### config.mk
export PLATFORM = sky130hd
export DESIGN_NAME = pipe_ctrl
export DESIGN_NICKNAME = d
export VERILOG_FILES = /design/src/rtl/pipe_ctrl_pkg.sv /design/src/rtl/load_use_detect.sv /design/src/rtl/pipe_ctrl.sv
export SDC_FILE = /design/constraint.sdc
export NUM_CORES = 1
export LEC_CHECK = 0
export CORE_UTILIZATION = 44
export CTS_CLUSTER_SIZE = 20
export DETAILED_ROUTE_END_ITERATION = 7
export GPL_ROUTABILITY_DRIVEN = 0
export PLACE_DENSITY = 0.77
export SLEW_MARGIN = 20
export SYNTH_ARGS = -nofsm -noshare
export SYNTH_HDL_FRONTEND = slang
export SYNTH_HIERARCHICAL = 1
export SYNTH_SLANG_ARGS = --single-unit
### constraint.sdc
create_clock -name clock -period 1.71 [get_ports clock]
set_input_delay 0.342 -clock clock [delete_from_list [all_inputs] [get_ports clock]]
set_output_delay 0.342 -clock clock [all_outputs]
set_load 0.02 [all_outputs]
### src/rtl/pipe_ctrl_pkg.sv
// Shared types and constants for the pipeline sequencing controller.
package pipe_ctrl_pkg;

    typedef enum logic [1:0] {
        RUN  = 2'b00,
        WAIT = 2'b01,
        ERR  = 2'b10
    } state_t;

    localparam logic [4:0] REG_ZERO = 5'd0;

endpackage

### src/rtl/load_use_detect.sv
// Flags an ID instruction that reads the destination of a load now in EX.
module load_use_detect
    import pipe_ctrl_pkg::*;
(
    input  logic [4:0] rs_id,
    input  logic [4:0] rt_id,
    input  logic       use_rs_id,
    input  logic       use_rt_id,
    input  logic [4:0] rw_ex,
    input  logic       wreg_ex,
    input  logic       rmem_ex,
    output logic       lu
);

    logic load_ex;
    logic hit_rs;
    logic hit_rt;

    // r0 is hardwired, so a load targeting it never creates a hazard
    assign load_ex = rmem_ex & wreg_ex & (rw_ex != REG_ZERO);
    assign hit_rs  = use_rs_id & (rs_id == rw_ex);
    assign hit_rt  = use_rt_id & (rt_id == rw_ex);
    assign lu      = load_ex & (hit_rs | hit_rt);

endmodule

### src/rtl/pipe_ctrl.sv
// Pipeline sequencing controller: stage enables, bubbles, flush,
// data-memory wait/timeout FSM and saturating stall counter.
module pipe_ctrl
    import pipe_ctrl_pkg::*;
#(
    parameter int TIMEOUT = 255,
    parameter int CNT_W   = 32
) (
    input  logic             clock,
    input  logic             reset,
    input  logic [4:0]       rs_id,
    input  logic [4:0]       rt_id,
    input  logic             use_rs_id,
    input  logic             use_rt_id,
    input  logic [4:0]       rw_ex,
    input  logic             wreg_ex,
    input  logic             rmem_ex,
    input  logic             rmem_me,
    input  logic             wmem_me,
    input  logic             dmem_ack,
    input  logic             branch_taken_id,
    output logic             en_pc,
    output logic             en_ifid,
    output logic             en_idex,
    output logic             en_exme,
    output logic             en_mewb,
    output logic             bubble_idex,
    output logic             bubble_mewb,
    output logic             flush_ifid,
    output logic             dmem_req,
    output logic             bus_err,
    output logic [CNT_W-1:0] stall_cnt
);

    localparam int WC_W = $clog2(TIMEOUT + 1);
    localparam logic [WC_W-1:0] WC_LAST = WC_W'(TIMEOUT - 1);
    localparam logic [CNT_W-1:0] CNT_MAX = '1;

    state_t          state;
    state_t          state_nxt;
    logic [WC_W-1:0] wait_cnt;
    logic [WC_W-1:0] wait_nxt;
    logic            lu;
    logic            memop_me;
    logic            err;
    logic            ms;

    load_use_detect u_lud (
        .rs_id     (rs_id),
        .rt_id     (rt_id),
        .use_rs_id (use_rs_id),
        .use_rt_id (use_rt_id),
        .rw_ex     (rw_ex),
        .wreg_ex   (wreg_ex),
        .rmem_ex   (rmem_ex),
        .lu        (lu)
    );

    assign memop_me = rmem_me | wmem_me;
    assign err      = (state == ERR);
    assign ms       = memop_me & ~dmem_ack & ~err;
    assign bus_err  = err;

    always_ff @(posedge clock or posedge reset) begin
        if (reset) begin
            state    <= RUN;
            wait_cnt <= '0;
        end else begin
            state    <= state_nxt;
            wait_cnt <= wait_nxt;
        end
    end

    always_comb begin
        state_nxt = state;
        wait_nxt  = wait_cnt;
        unique case (state)
            RUN: begin
                wait_nxt = '0;
                if (ms) state_nxt = WAIT;
            end
            WAIT: begin
                // a late ack beats the timeout in the same cycle
                if (dmem_ack) begin
                    state_nxt = RUN;
                    wait_nxt  = '0;
                end else if (wait_cnt == WC_LAST) begin
                    state_nxt = ERR;
                end else begin
                    wait_nxt = wait_cnt + WC_W'(1);
                end
            end
            ERR:     state_nxt = ERR;
            default: state_nxt = RUN;
        endcase
    end

    always_comb begin
        en_pc       = 1'b0;
        en_ifid     = 1'b0;
        en_idex     = 1'b0;
        en_exme     = 1'b0;
        en_mewb     = 1'b0;
        bubble_idex = 1'b0;
        bubble_mewb = 1'b0;
        flush_ifid  = 1'b0;
        dmem_req    = memop_me & ~err;
        if (!err) begin
            priority case (1'b1)
                ms: begin
                    // WB drains a nop so it never repeats a write
                    en_mewb     = 1'b1;
                    bubble_mewb = 1'b1;
                end
                lu: begin
                    en_idex     = 1'b1;
                    en_exme     = 1'b1;
                    en_mewb     = 1'b1;
                    bubble_idex = 1'b1;
                end
                branch_taken_id: begin
                    en_pc      = 1'b1;
                    en_ifid    = 1'b1;
                    en_idex    = 1'b1;
                    en_exme    = 1'b1;
                    en_mewb    = 1'b1;
                    flush_ifid = 1'b1;
                end
                default: begin
                    en_pc   = 1'b1;
                    en_ifid = 1'b1;
                    en_idex = 1'b1;
                    en_exme = 1'b1;
                    en_mewb = 1'b1;
                end
            endcase
        end
    end

    always_ff @(posedge clock or posedge reset) begin
        if (reset) begin
            stall_cnt <= '0;
        end else if (!en_pc && !err && stall_cnt != CNT_MAX) begin
            stall_cnt <= stall_cnt + 1'b1;
        end
    end

endmodule

======== Yosys cells after proc, flatten, opt, wreduce, memory -nomap -nowiden ========
Index checks and enable logic that the tools add are counted.
cells by class
  equality and inequality tests ........... 9
  add/subtract/negate cells ............... 2
  reduce and logical (&&, ||, !) cells .... 9
  bitwise gates (word level) .............. 12
  multiplexer cells ....................... 22
operator list
  operator                                                                count
  32-bit by 1-bit adder with 32-bit output (second input constant)        1
  32-bit inequality test (second input constant)                          1
  8-bit 2-to-1 mux                                                        2
  8-bit case mux with 2 select lines                                      1
  1-bit 2-to-1 mux                                                        15
  5-bit equality test                                                     2
  8-bit by 1-bit adder with 8-bit output (second input constant)          1
  1-bit bitwise AND                                                       8
  8-bit equality test (second input constant)                             1
  2-bit 2-to-1 mux                                                        3
  3-bit inequality test (second input constant)                           2
  2-bit case mux with 3 select lines                                      1
  5-bit nonzero test                                                      1
  2-bit AND reduction                                                     2
  2-bit by 1-bit equality test with 1-bit output (second input constant)  1
  2-bit equality test (second input constant)                             1
  1-bit logical AND                                                       2
  1-bit zero test                                                         2
  2-bit zero test                                                         1
  2-bit inequality test (second input constant)                           1
  1-bit inverter                                                          2
  1-bit bitwise OR                                                        2
  2-bit nonzero test                                                      1
word-level totals
  bits in registers ....................... 42
  word-level logic and storage cells ...... 57

======== Logic depth before layout (Yosys ltp) ========
  word-level depth ........................ 10
  gate-level depth with buffers ........... 10

======== By module ========
Netlist, hierarchy kept.
modules (own cells, without submodules)
  module           cells an instance  area each (µm²)  instances  sequential area each (µm²)
  pipe_ctrl        222                2308.5           1          1051.0
  load_use_detect  17                 135.1            1          0.0

======== Least setup slack after synthesis ========
Ideal clock, no wire load.
  kind .................................... input port to output port
  from .................................... input port rw_ex[3]
  to ...................................... output port en_pc
  arrival time ............................ 1623 ps
  setup slack ............................. -255 ps
  buffers on the path ..................... 1
  stages .................................. 5
  required time ........................... 1368 ps
  cell sequence ........................... or4_1 > o211ai_2 > a21oi_1 > nor2_1 > buf_4
on the way
  cells in the longest elaborated chain, start to end .. 7
  elaborated cells between the ends (all ways) .. 11
  those cells by class .................... eq/ne: 2; mux: 3; bitwise: 5; reduce/logical: 1
RTL lines
  item                                    line                                          RTL
  start, declared                         pipe_ctrl.sv:15                               input logic [4:0] rw_ex,
  5-bit equality test (on tied branches)  load_use_detect.sv:21, load_use_detect.sv:22
  1-bit bitwise AND (on tied branches)    load_use_detect.sv:21, load_use_detect.sv:22
  1-bit bitwise OR                        load_use_detect.sv:23                         assign lu = load_ex & (hit_rs | hit_rt);
  1-bit bitwise AND *                     load_use_detect.sv:23
  via lu                                  pipe_ctrl.sv:43                               logic lu;
  1-bit 2-to-1 mux * (3 in a row)         -
  end, declared                           pipe_ctrl.sv:22                               output logic en_pc,
Mark *: on every way through the listed nets, which the timed path passes. The rest lies on a longest branch.

======== Worst setup path in the final report ========
  from .................................... input port rt_id[0]
  to ...................................... register stall_cnt[22]
on the way
  cells in the longest elaborated chain, start to end .. 10
RTL lines
  item                            line                   RTL
  start, declared                 pipe_ctrl.sv:12        input logic [4:0] rt_id,
  5-bit equality test             load_use_detect.sv:22  assign hit_rt = use_rt_id & (rt_id == rw_ex);
  1-bit bitwise AND               load_use_detect.sv:22
  1-bit bitwise OR                load_use_detect.sv:23
  1-bit bitwise AND               load_use_detect.sv:23
  via lu                          pipe_ctrl.sv:43
  1-bit 2-to-1 mux (2 in a row)   pipe_ctrl.sv:109       priority case (1'b1)
  1-bit 2-to-1 mux                pipe_ctrl.sv:108       if (!err) begin
  1-bit zero test                 pipe_ctrl.sv:143       end else if (!en_pc && !err && stall_cnt != CNT_MAX) begin
  1-bit logical AND (2 in a row)  pipe_ctrl.sv:143
  end signal, assigned            pipe_ctrl.sv:144       stall_cnt <= stall_cnt + 1'b1;
  end, declared                   pipe_ctrl.sv:32        output logic [CNT_W-1:0] stall_cnt
The timed path passes the listed nets, and every way through them passes these cells.
A chain may end at the register's enable or synchronous reset.

==> results.md <==
* TritonCTS Buffers at 5
* Initial antenna violation count at 0
* Failing checks: negative setup slack
* Synth unique cells at 39
* Arr. time, crit path at 2220 ps
* N_diodes at 0
* Final Cell Area at 3780 um2
* CP Capture Type: flop
* Largest net degree at the start of global routing at 24
* Vias in the first global route at 2253
* Placed insts at 414
* RR Startpoint: stall_cnt[21]
* Final Worst Setup Slack at -281 ps
* Final Hold Fails at 0
* Count of warnings emitted by yosys at 6
* Lkg Pwr at 0.00187 uW
* Clk buf depth at 2
* Util after Layout at 0.721
* Max Fanout on Critical Path at 4
* Detailed placer's ending HPWL at 4510 um
* Max_cap viols at 0
* Syn avg cell area at 10.2 um2
* R2R depth at 7
* Core area at 5240 um2
* All-Layer GR Usage at 0.226
* Peak VDD IR at 0.551 mV
* Hold_buf cts at 0
* Worst R2R Setup Slack at -60 ps
* Syn Nets at 267
* Die height at 76.5 um
* Nets at 382
* Crit path kind: primary input to flop
* Status: finished with violations
* Antenna-violating nets left at 0
* Fin. max-slew vios at 0
* IO Port Bufs at 66
* Synth Cell Area at 2440 um2
* RSZ-0062 raised after global routing: true
* Cell Rows at 26
* Finished Layout Cells at 425
* DR iter-0 viols at 111
* Place WS at -1030 ps
* Root Driver: clkbuf_8
* Fin crit share at 1.16
* Final worst clock skew at 11.8 ps
* Hold Crit Class: primary input to asynchronous set/reset pin
* Crit path to: stall_cnt[22]
* Die Area at 5860 um2
* Layout area overhead at 54.6%
* Tmin final at 1990 ps
* Max-slew headroom at 0.725
* Layout cells sized above 1 at 0.363
* Reg clk slew, reported paths at 90 ps
* DR pass1 iterations at 6
* Wire length per cell at 14.5 um
* Seq cells post-synth at 42
* Sink Count at 42
* Mapped Cells at 239
* Vias/cell at 5.14
* # setup viols final at 36
* Startpoint types: primary input
* H-Tree Depth at 2
* Wirelength, routed at 6180 um
* Max frequency at 0.502 GHz
* DR vias at 2185
* Starting density of the core at 0.467
* TritonCTS clock tree: done
* Sequential fraction of the synthesis area at 0.430
* DRC Markers at 0
* Measured slew at the worst slew-check pin at 403 ps
* Die W at 76.5 um
* Power per cell area at 705 nW/um2
* First-pass GRT wire length at 10500 um
* # IOs at 67
* Area after DPL at 3530 um2
* Overflow after GRT at 0
* Clock Latency Late Sink at 300 ps
* Crit path from: rt_id[0]
* Worst EP required at 1940 ps
* Critical R2R Capture: stall_cnt[31]
state kept, by name, summed over array words and instances (netlist names):
name and cells:
state 2, stall_cnt 32, wait_cnt 8
synth_stat cells (all sizes together):
cell type  number  area share
dfrtp          42        0.43
xnor2          30        0.11
nor2           26       0.040
nand3          23       0.057
nand4          22       0.067
xor2           16       0.057
and3           13       0.033
nand2          13       0.020
buf             9       0.029
inv             8       0.012
nor3            5       0.019
nor4            5       0.022
a21oi           3       0.011
ha              3       0.015
a22o            2      0.0072
and2            2      0.0051
mux2            2      0.0092
nor2b           2      0.0082
or4             2      0.0061
a2111oi         1      0.0036
a31o            1      0.0036
mux2i           1      0.0041
nand4b          1      0.0036
nor4b           1      0.0061
o211ai          1      0.0051
o21ba           1      0.0041
o21bai          1      0.0031
o31ai           1      0.0031
or3             1      0.0026
or3b            1      0.0046
layer usage:
layer / vias to the layer above / GRT usage / share of wire
met5: - / 0 / 0
met4: 0 / 0.0692 / 0.010
met3: 7 / 0.0431 / 0.041
met2: 53 / 0.398 / 0.51
met1: 1056 / 0.277 / 0.44
li1: 1069 / - / -
cell type report:
cell class              count  area [um2]
clock buffers               6        72.6
flip-flops and latches     42        1050
multi-input cells         180        1470
well taps                  70        87.6
repair buffers            117        1030
fillers                   378        1460
clock inverters             2        37.5
inverters                   8        33.8
cell usage in the layout, fill, tap and decap left out, types with 6 or more instances in the layout:
cell type,n
dfrtp_1,40
and3_1,10
xnor2_1,28
nand2_1,11
nor2_1,21
dlygate4sd2_1,29
dlymetal6s2s_1,8
buf_6,14
xor2_1,15
nand4_1,18
nand3_2,6
buf_4,48
nand3_1,14
clkdlybuf4s50_1,8
how the worst min path moves through the flow:
stage,cells past startpoint,endpoint,start,slack (ps)
floorplan,1,state[0],dmem_ack,430
global placement,1,stall_cnt[8],stall_cnt[8],510
detailed placement,1,stall_cnt[8],stall_cnt[8],520
CTS,3,stall_cnt[29],reset,390
global route,3,stall_cnt[29],reset,400
finish,3,stall_cnt[29],reset,390
logic make-up (layout without fill, tap and decap cells):
logic type                 count (synthesis)  after routing  synth area share
and+or+nand+nor                          117            117             0.294
xor gates and xnor gates                  46             46             0.165
DFF                                       42             42             0.430
buffers and inverters                     17            133            0.0415
AOI/OAI and AO/OA                         11             11            0.0405
adders and majority gates                  3              3            0.0154
muxes                                      3              3            0.0133
what timing repair did:
action                                 in CTS  in global routing
endpoints found under the hold margin       0                  0
resized for setup                         142                 30
setup endpoints to repair                  67                 46
pin swaps                                  28                 14
setup buffers                               2                  2
critical path, cell delays in order:
cell and delay (ps):
clkbuf_2 90, xor2_1 150, nor4_1 290, nand3_1 130
a21oi_2 210, inv_2 70, buf_6 120, a21oi_4 140
buf_6 150, nand3_4 100, nor4b_4 280, xor2_1 160
through the flow:
stage               power (uW)  hold slack [ps]  TNS, ps
global route              2810              405    -8590
floorplan                 1510              426    -4070
finish                    2660              386    -4990
detailed placement        1930              522   -34330
CTS                       2680              393    -5700
global placement          1910              508   -31850
power breakdown:
| part | leakage, uW | internal, uW | switching (uW) |
|---|---|---|---|
| Clock | 0.0000514 | 436 | 350 |
| Combinational | 0.00126 | 368 | 344 |
| Sequential | 0.000561 | 1080 | 90.5 |
| Total | 0.00187 | 1880 | 785 |
Note: power is estimated with default switching activity, not from simulation.
